<file path="config.mk">
export PLATFORM = sky130hd
export DESIGN_NAME = edge_row_packer_flat
export DESIGN_NICKNAME = d
export VERILOG_FILES = /design/src/rtl/edge_row_packer_if.sv /design/src/rtl/edge_row_packer.sv /design/src/flat_wrapper.sv
export SDC_FILE = /design/constraint.sdc
export NUM_CORES = 1
export LEC_CHECK = 0
export BUFFER_PORTS_ARGS = -buffer_cell sky130_fd_sc_hd__buf_2
export CORE_UTILIZATION = 40
export CTS_CLUSTER_DIAMETER = 40
export CTS_CLUSTER_SIZE = 25
export DETAILED_ROUTE_END_ITERATION = 12
export MAX_ROUTING_LAYER = met4
export PLACE_DENSITY_LB_ADDON = 0.2
export SYNTH_ARGS = -nofsm -noshare
export SYNTH_HDL_FRONTEND = slang
export SYNTH_SLANG_ARGS = --single-unit
</file>
<file path="constraint.sdc">
create_clock -name clk -period 7.9 [get_ports clk]
set_clock_uncertainty 0.15 [all_clocks]
set_input_delay 1.185 -clock clk [delete_from_list [all_inputs] [get_ports clk]]
set_output_delay 1.185 -clock clk [all_outputs]
set_load 0.01 [all_outputs]
</file>
<file path="src/rtl/edge_row_packer_if.sv">
// Row-word interface of the edge row packer.
// Carries the serial edge stream into the packer and the packed row words out of it.
// master: the packer itself. slave: the surrounding logic that feeds edges and drains rows.
interface edge_row_packer_if #(
  parameter int unsigned ROW_W = 18,
  parameter int unsigned IDX_W = 5
);
  logic             edge_in;
  logic             edge_valid;
  logic [ROW_W-1:0] row_word;
  logic [IDX_W-1:0] row_idx;
  logic             row_valid;
  logic             row_ready;
  logic             frame_done;
  logic             overflow;

  modport master (
    input  edge_in,
    input  edge_valid,
    input  row_ready,
    output row_word,
    output row_idx,
    output row_valid,
    output frame_done,
    output overflow
  );

  modport slave (
    output edge_in,
    output edge_valid,
    output row_ready,
    input  row_word,
    input  row_idx,
    input  row_valid,
    input  frame_done,
    input  overflow
  );
endinterface

</file>
<file path="src/rtl/edge_row_packer.sv">
// Edge row packer.
// Collects the serial 1-bit edge stream into one word per image row and tags each word
// with its row number. Words are queued in a small FIFO and handed out over a
// valid/ready handshake. Rows that find the FIFO full are dropped and flagged with a
// sticky overflow. A one-cycle frame_done pulse marks the last row of a frame leaving
// the block, whether it was handed out or dropped.
module edge_row_packer #(
  parameter int unsigned ROW_W      = 18,
  parameter int unsigned ROWS       = 18,
  parameter int unsigned FIFO_DEPTH = 4,   // must be a power of two, at least 2
  parameter int unsigned IDX_W      = 5
) (
  input  logic                clk,
  input  logic                reset,
  edge_row_packer_if.master   bus
);

  localparam int unsigned BitW = $clog2(ROW_W);
  localparam int unsigned PtrW = $clog2(FIFO_DEPTH);
  localparam int unsigned CntW = PtrW + 1;

  localparam logic [BitW-1:0]  LastBit  = BitW'(ROW_W - 1);
  localparam logic [IDX_W-1:0] LastRow  = IDX_W'(ROWS - 1);
  localparam logic [CntW-1:0]  FullCnt  = CntW'(FIFO_DEPTH);

  // Row assembly state
  logic [BitW-1:0]  bit_cnt;
  logic [IDX_W-1:0] row_cnt;
  logic [ROW_W-1:0] shreg;
  logic [ROW_W-1:0] shreg_next;

  // FIFO storage and bookkeeping
  logic [ROW_W-1:0] word_mem [FIFO_DEPTH];
  logic [IDX_W-1:0] idx_mem  [FIFO_DEPTH];
  logic [PtrW-1:0]  wr_ptr;
  logic [PtrW-1:0]  rd_ptr;
  logic [CntW-1:0]  count;

  logic overflow_q;
  logic frame_done_q;

  logic row_end;
  logic fifo_empty;
  logic fifo_full;
  logic push;
  logic pop;
  logic drop;

  // Current row contents with this cycle's bit merged in; this is what gets pushed.
  always_comb begin
    shreg_next = shreg;
    if (bus.edge_valid) begin
      shreg_next[bit_cnt] = bus.edge_in;
    end
  end

  assign row_end    = bus.edge_valid && (bit_cnt == LastBit);
  assign fifo_empty = (count == '0);
  assign fifo_full  = (count == FullCnt);
  assign pop        = !fifo_empty && bus.row_ready;
  // A full FIFO still accepts a word when the head leaves in the same cycle.
  assign push       = row_end && (!fifo_full || pop);
  assign drop       = row_end && !push;

  // Counters, shift register, FIFO and status flags.
  always_ff @(posedge clk) begin
    if (reset) begin
      bit_cnt      <= '0;
      row_cnt      <= '0;
      shreg        <= '0;
      wr_ptr       <= '0;
      rd_ptr       <= '0;
      count        <= '0;
      overflow_q   <= 1'b0;
      frame_done_q <= 1'b0;
    end else begin
      if (bus.edge_valid) begin
        if (row_end) begin
          bit_cnt <= '0;
          shreg   <= '0;
          // Row index advances even for a dropped row so later indices stay correct.
          row_cnt <= (row_cnt == LastRow) ? '0 : row_cnt + 1'b1;
        end else begin
          bit_cnt <= bit_cnt + 1'b1;
          shreg   <= shreg_next;
        end
      end

      if (push) begin
        word_mem[wr_ptr] <= shreg_next;
        idx_mem[wr_ptr]  <= row_cnt;
        wr_ptr           <= wr_ptr + 1'b1;
      end

      if (pop) begin
        rd_ptr <= rd_ptr + 1'b1;
      end

      unique case ({push, pop})
        2'b10:   count <= count + 1'b1;
        2'b01:   count <= count - 1'b1;
        default: count <= count;
      endcase

      if (drop) begin
        overflow_q <= 1'b1;
      end

      frame_done_q <= (pop && (idx_mem[rd_ptr] == LastRow)) ||
                      (drop && (row_cnt == LastRow));
    end
  end

  // Head of the FIFO is shown only while valid so idle outputs read as zero.
  assign bus.row_valid  = !fifo_empty;
  assign bus.row_word   = fifo_empty ? '0 : word_mem[rd_ptr];
  assign bus.row_idx    = fifo_empty ? '0 : idx_mem[rd_ptr];
  assign bus.frame_done = frame_done_q;
  assign bus.overflow   = overflow_q;

endmodule

</file>
<file path="src/flat_wrapper.sv">
// flat-port wrapper written by rule: the top's interface ports become plain ports
module edge_row_packer_flat 
#(
  parameter int unsigned ROW_W      = 18,
  parameter int unsigned ROWS       = 18,
  parameter int unsigned FIFO_DEPTH = 4,                                        
  parameter int unsigned IDX_W      = 5
)
  (clk, reset, bus_edge_in, bus_edge_valid, bus_row_ready, bus_row_word, bus_row_idx, bus_row_valid, bus_frame_done, bus_overflow);
  edge_row_packer_if #(.ROW_W(ROW_W), .IDX_W(IDX_W)) bus_i ();
  input  logic clk;
  input  logic reset;
  input wire logic [$bits(bus_i.edge_in)-1:0] bus_edge_in;
  input wire logic [$bits(bus_i.edge_valid)-1:0] bus_edge_valid;
  input wire logic [$bits(bus_i.row_ready)-1:0] bus_row_ready;
  output wire logic [$bits(bus_i.row_word)-1:0] bus_row_word;
  output wire logic [$bits(bus_i.row_idx)-1:0] bus_row_idx;
  output wire logic [$bits(bus_i.row_valid)-1:0] bus_row_valid;
  output wire logic [$bits(bus_i.frame_done)-1:0] bus_frame_done;
  output wire logic [$bits(bus_i.overflow)-1:0] bus_overflow;
  assign bus_i.edge_in = bus_edge_in;
  assign bus_i.edge_valid = bus_edge_valid;
  assign bus_i.row_ready = bus_row_ready;
  assign bus_row_word = bus_i.row_word;
  assign bus_row_idx = bus_i.row_idx;
  assign bus_row_valid = bus_i.row_valid;
  assign bus_frame_done = bus_i.frame_done;
  assign bus_overflow = bus_i.overflow;
  edge_row_packer #(.ROW_W(ROW_W), .ROWS(ROWS), .FIFO_DEPTH(FIFO_DEPTH), .IDX_W(IDX_W)) u_core (.clk(clk), .reset(reset), .bus(bus_i));
endmodule
</file>
==> summary.txt, run 1 <==
Yosys
  – Post-synthesis register bit count: 131
  – Mean post-synth cell area: 13.9 um^2
  – Most frequent cell after synthesis: edfxtp_1
  – Post-synthesis net count: 417
  – Mapped Cells: 400
  – Top_reg_cell synth: edfxtp_1
  – Cell taking the most area after synthesis: edfxtp_1
  – Post-synth cell types: 37
  – Top cells by count, synth: 92 x edfxtp_1, 51 x nand2_1, 39 x dfxtp_1, 31 x nand3_1, 28 x and2_1
  – Ranking of synthesized cells by area: edfxtp_1 50%, dfxtp_1 14%, mux4_2 9.3%, nand2_1 3.4%, and2_1 3.2%
  – YS warnings: 0
  – Sequential-to-total area share from yosys stat: 63.8%
  – Synthesized cell area: 5550 um^2
  – Synth top area share: 49.8%
  – EDFF count, synth: 92
  – Asr flop ratio synth: 0%

Floorplan
  – # rows: 42
  – Total I/O pin count: 31
  – Die Area: 14400 um^2
  – Area of the core: 13400 um^2
  – Die width: 120 um
  – Die span in y: 120 um
  – Initial core utilization: 41.4%

Setup path
  – Crit start category: input port
  – Buffers plus inverters on the worst setup path: 1
  – Crit Path Max Fanout: 23
  – Top delay family on crit path: simple AND/OR/NAND/NOR gates
  – Required @ worst endpoint: 7770 ps
  – CP Class: input port to flop
  – Critical Path AT: 3630 ps
  – Slowest CP cell: and2_1
  – Critical path cell sequence: buf_2 -> nor3b_2 -> nand3_1 -> nor3_2 -> and2_1
  – Crit end category: flop
  – Slowest cell delay on critical path: 930 ps

Finish
  – Design area: 6390 um^2
  – N_diodes: 0
  – Area grow syn2layout: 15.1%
  – Layout cells sized above 1: 22.0%
  – Final Util: 47.7%
  – Filler Cells Inserted: 1170
  – Total Nets Final: 443

Place
  – GP Congestion: 0.743
  – IO Port Bufs: 30
  – DP Area: 5820 um^2
  – DP HPWL: 6530 um

Drt
  – Vias per cell: 5.02
  – Via count: 3078
  – Avg WL per Cell: 16.6 um
  – Routed Antenna Nets: 0
  – Final WL: 10200 um
  – Initial detailed-routing violation count: 222
  – TritonRoute pass-1 iters: 5
  – # DRC: 0

GRT
  – Global Route Usage Sum: 16.0%
  – Largest net degree at the start of global routing: 34
  – GR Overflow Total: 0
  – Initial antenna violation count: 0
  – Global-route wire length before repair: 16400 um
  – Vias in the first global route: 2967

Hold path
  – Hold Path Class: flop to flop

STA
  – Hold Violations, Final: 0
  – Final critical-path required period: 3760 ps
  – Max Fclk: 266 MHz
  – RSZ-0062 raised after global routing: no
  – Setup violators final: 0
  – Headroom to the max-slew limit: 23.7%
  – Crit share post-route: 47.6%
  – Max Transition Viols Final: 0
  – Worst Max-Slew Pin Slew: 1130 ps
  – Setup TNS Final: 0 ps

Clock network
  – CTS tree: yes
  – CTS buffer count: 17
  – Hold bufs inserted after CTS: 0
  – H-tree levels: 4
  – CTS root buf: clkbuf_16
  – Clk sinks: 131
  – Clk Latency, worst-skew pair: 410 ps
  – Setup bufs post-CTS: 0
  – CTS resizes: 0
  – Maximum clock path buffer count: 2
  – Clock transition at path regs: 60 ps

Run status
  – Outcome: completed

Job
  – Max-cap viol count: 0

Power and ir drop
  – Max rail drop VDD: 0.108 mV
  – Total Power: 0.00151 W
  – Cell leakage power: 2.26 nW
  – Power Dens Cells: 236 nW/um^2
[state kept, by name, summed over array words and instances (netlist names), named ones only]
signal,cells
u_core.bus.frame_done,1
u_core.count,3
u_core.row_cnt,5
u_core.bit_cnt,5
u_core.bus.overflow,1
u_core.rd_ptr,2
u_core.word_mem,72
u_core.shreg,18
u_core.idx_mem,20
u_core.wr_ptr,2
[metrics by stage]
| step | cells | hold slack [ps] | worst slack (ps) |
|---|---|---|---|
| 4_1_cts | 613 | 303 | 4070 |
| 5_1_grt | 613 | 329 | 3900 |
| 2_1_floorplan | 400 | 260 | 4710 |
| 6_report | 613 | 295 | 4140 |
| 3_5_place_dp | 583 | 295 | 3640 |
| 3_3_place_gp | 583 | 277 | 3700 |
[worst reg2reg max path, cell delays in order (launching register included)]
cell	delay (ps)
dfxtp_1	410
ha_1	410
nand3_1	690
nor3_2	420
and2_1	930
[cells by family after synthesis]
family | share of synthesized area [%]
DFF | 63.8
muxes | 10.3
and+or+nand+nor | 15.8
buffers and inverters | 3.20
adders and majority gates | 2.84
AOI/OAI and AO/OA | 2.39
xor gates and xnor gates | 1.58
[path summary, 6_finish.rpt]
check	from	end	slack [ps]	cells past startpoint
setup / recovery	bus_edge_valid	u_core.word_mem[0][5]	4140	5
hold / removal	u_core.shreg[17]	u_core.shreg[17]	300	2
setup reg to reg	u_core.bit_cnt[0]	u_core.word_mem[0][5]	4500	4
hold reg to reg	u_core.shreg[17]	u_core.shreg[17]	300	2
[cell usage in the layout, fill, tap and decap left out, drive strengths merged, types with 2 or more instances in the layout]
cell type   n
nand2      51
nand3      31
nand4       2
edfxtp     92
a21oi      21
ha         11
nor4bb      3
and2       28
nor3        6
o21ai       2
nor4b       3
nor2b       3
nor3b       2
nand2b      3
clkinv      9
xnor2       5
nor2       15
buf        34
dfxtp      39
xor2        5
bufinv      3
nor4        2
or3         4
mux4       23
a32oi       2
clkbuf     17
mux2        4
inv        12
[where the power goes]
group	internal, W	switching [W]
registers	0.000729	0.00000150
logic	0.00000584	0.0000157
clock network	0.000486	0.000269
total	0.00122	0.000286
[area by class of cell]
class | instances | area, um^2 | share of cell area, %
repair buffers | 34 | 180 | 2.82
multi-input cells | 230 | 1830 | 28.6
flip-flops and latches | 131 | 3540 | 55.5
well taps | 176 | 220 | 3.45
clock inverters | 13 | 144 | 2.25
inverters | 12 | 45.0 | 0.705
clock buffers | 17 | 425 | 6.66
[routing by layer]
layer,wire length [um],GRT usage [%],vias to the layer above
li1,-,-,1509
met2,4870,22.9,50
met3,313,3.85,5
met4,64,6.09,0
met5,0,-,-
met1,4910,21.9,1514
Power figures use the tool's default switching activity.
==> inputs of run 2 (changes only) <==
==> constraint.sdc (replaced) <==
create_clock -name clk -period 3.2 [get_ports clk]
set_clock_uncertainty 0.15 [all_clocks]
set_input_delay 0.48 -clock clk [delete_from_list [all_inputs] [get_ports clk]]
set_output_delay 0.48 -clock clk [all_outputs]
set_load 0.01 [all_outputs]
==> run 2 against run 1 <==
First-iteration DRC count fell by 23%; largest power group is now sequential cells; critical path type is now flop to primary output; design area rose by 1.4%; critical endpoint is now bus_row_idx[0]; highest routed layer unchanged; global-route usage increased by 0.47 points; largest cell class unchanged.
==> summary.txt, run 2 (same netlist as run 1, synthesis figures left out) <==
Setup path
  – Reg2Reg Depth: 11 (+7)
  – Critical Path End: bus_row_idx[0]
  – CP Class: flop to primary output
  – Critical Path AT: 2150 ps (-1480 ps)
  – Crit start category: flop
  – Crit end category: primary output
  – Reg2reg end: u_core.count[2]
  – Required @ worst endpoint: 2570 ps (-5200 ps)
  – Crit Path Max Fanout: 10 (-57%)
  – Reg-to-Reg Start: u_core.bit_cnt[1]
  – Reg-to-reg slack, setup: 510 ps (-3990 ps)

Finish
  – Design area: 6470 um^2 (+1.4%)
  – Post-route insts no fill: 628 (+2.4%)
  – Layout cells sized above 1: 24.6% (+2.6 points)
  – Most common cell after layout, fill and taps aside: edfxtp_1
  – Biggest register: u_core.word_mem
  – N_diodes: 0 (unchanged)
  – Most frequent cells in the layout: 92 x edfxtp_1, 51 x nand2_1, 39 x dfxtp_1
  – Total Nets Final: 456 (+2.9%)
  – Area grow syn2layout: 16.6%
  – Final Util: 48.3% (+0.64 points)
  – Largest register FFs: 72 (unchanged)
  – Top flop regs: u_core.word_mem: 72 flops, u_core.idx_mem: 20 flops, u_core.shreg: 18 flops

GRT
  – Largest net degree at the start of global routing: 34 (unchanged)
  – Global Route Usage Sum: 16.4% (+0.47 points)
  – GR Overflow Total: 0 (unchanged)
  – Met1 Track Usage GR: 21.0% (-0.92 points)
  – Initial antenna violation count: 0 (unchanged)
  – GRT Max-Usage Layer: met2
  – Vias in the first global route: 3216 (+8.4%)
  – GR Util met3: 4.56% (+0.71 points)
  – GR Util met2: 25.0% (+2.0 points)
  – Global-route wire length before repair: 16900 um (+3.2%)

Clock network
  – CTS buffer count: 17 (unchanged)
  – Setup bufs post-CTS: 0 (unchanged)
  – Clk Latency, worst-skew pair: 410 ps (about the same)
  – CTS tree: yes
  – Maximum clock path buffer count: 2 (unchanged)
  – Clock transition at path regs: 60 ps (about the same)
  – CTS resizes: 0 (unchanged)
  – Clk sinks: 131 (unchanged)
  – H-tree levels: 4 (unchanged)
  – Hold bufs inserted after CTS: 0 (unchanged)
  – CTS root buf: clkbuf_16

Drt
  – Via count: 3169 (+3.0%)
  – Avg WL per Cell: 16.3 um (-1.5%)
  – Routed Antenna Nets: 0 (unchanged)
  – # DRC: 0 (unchanged)
  – Vias per cell: 5.05 (+0.50%)
  – Final WL: 10200 um (+0.89%)
  – Initial detailed-routing violation count: 170 (-23%)
  – TritonRoute pass-1 iters: 4 (-1)

STA
  – Max Fclk: 359 MHz
  – Headroom to the max-slew limit: 55.4% (+32 points)
  – RSZ-0062 raised after global routing: no
  – Max Transition Viols Final: 0 (unchanged)
  – Hold_ws: 279 ps (-16.1 ps)
  – Setup violators final: 0 (unchanged)
  – Setup TNS Final: 0 ps (unchanged)
  – Final critical-path required period: 2780 ps
  – Crit share post-route: 86.9%
  – Worst Max-Slew Pin Slew: 669 ps (-460 ps)
  – Hold Violations, Final: 0 (unchanged)

Power and ir drop
  – Power Dens Cells: 560 nW/um^2 (+140%)
  – Max rail drop VDD: 0.337 mV (+210%)
  – Cell leakage power: 2.32 nW (+2.8%)

Hold path
  – Hold Path Class: flop to flop

Floorplan
  – Initial core utilization: 41.4% (unchanged)
  – Die width: 120 um (unchanged)
  – Total I/O pin count: 31 (unchanged)
  – # rows: 42 (unchanged)
  – Die Area: 14400 um^2 (unchanged)
  – Die span in y: 120 um (unchanged)
  – Area of the core: 13400 um^2 (unchanged)

Place
  – IO Port Bufs: 30 (unchanged)
  – Dpl cells: 596 (+2.2%)
  – DP Area: 5920 um^2 (+1.7%)
  – DP HPWL: 6660 um (+2.0%)
  – GP Congestion: 0.739 (-0.44%)

Run status
  – Outcome: completed

Job
  – Max-cap viol count: 0 (unchanged)
## run 2: worst min-delay path by stage
stage,start,end,slack [ps],cells after the start
floorplan,u_core.shreg[17],u_core.shreg[17],260,2
global placement,u_core.shreg[17],u_core.shreg[17],270,2
detailed placement,u_core.shreg[17],u_core.shreg[17],270,2
CTS,bus_edge_valid,u_core.bit_cnt[0],270,3
global route,u_core.shreg[17],u_core.shreg[17],290,2
finish,u_core.shreg[17],u_core.shreg[17],280,2
## run 2: critical path, stage by stage (launching register included)
cell and delay, ps:
dfxtp_1 560, buf_4 320, mux4_2 550, and2_1 170, buf_2 130
## run 2: area by class of cell
cell class / count / area, um^2
multi-input cells: 230 / 1830
inverters: 12 / 45.0
well taps: 176 / 220
clock inverters: 11 / 75.1
flip-flops and latches: 131 / 3540
clock buffers: 21 / 483
repair buffers: 47 / 278
fillers: 1197 / 6930
## run 2: per-stage QoR
stage | power [W] | worst slack (ps)
floorplan | 0.00188 | 503
global placement | 0.00189 | 424
detailed placement | 0.00189 | 331
CTS | 0.00366 | 357
global route | 0.00373 | 242
finish | 0.00363 | 418
## run 2: per-layer routing
layer,part of all wire (%),wire [um]
met2,48,4890
met4,1.5,153
met5,0,0
met3,2.5,256
met1,48,4940
## run 2: where the power goes
| group | switching [W] | total [W] | internal [W] |
|---|---|---|---|
| registers | 0.00000364 | 0.00180 | 0.00180 |
| logic | 0.0000392 | 0.0000536 | 0.0000144 |
| clock network | 0.000689 | 0.00177 | 0.00108 |
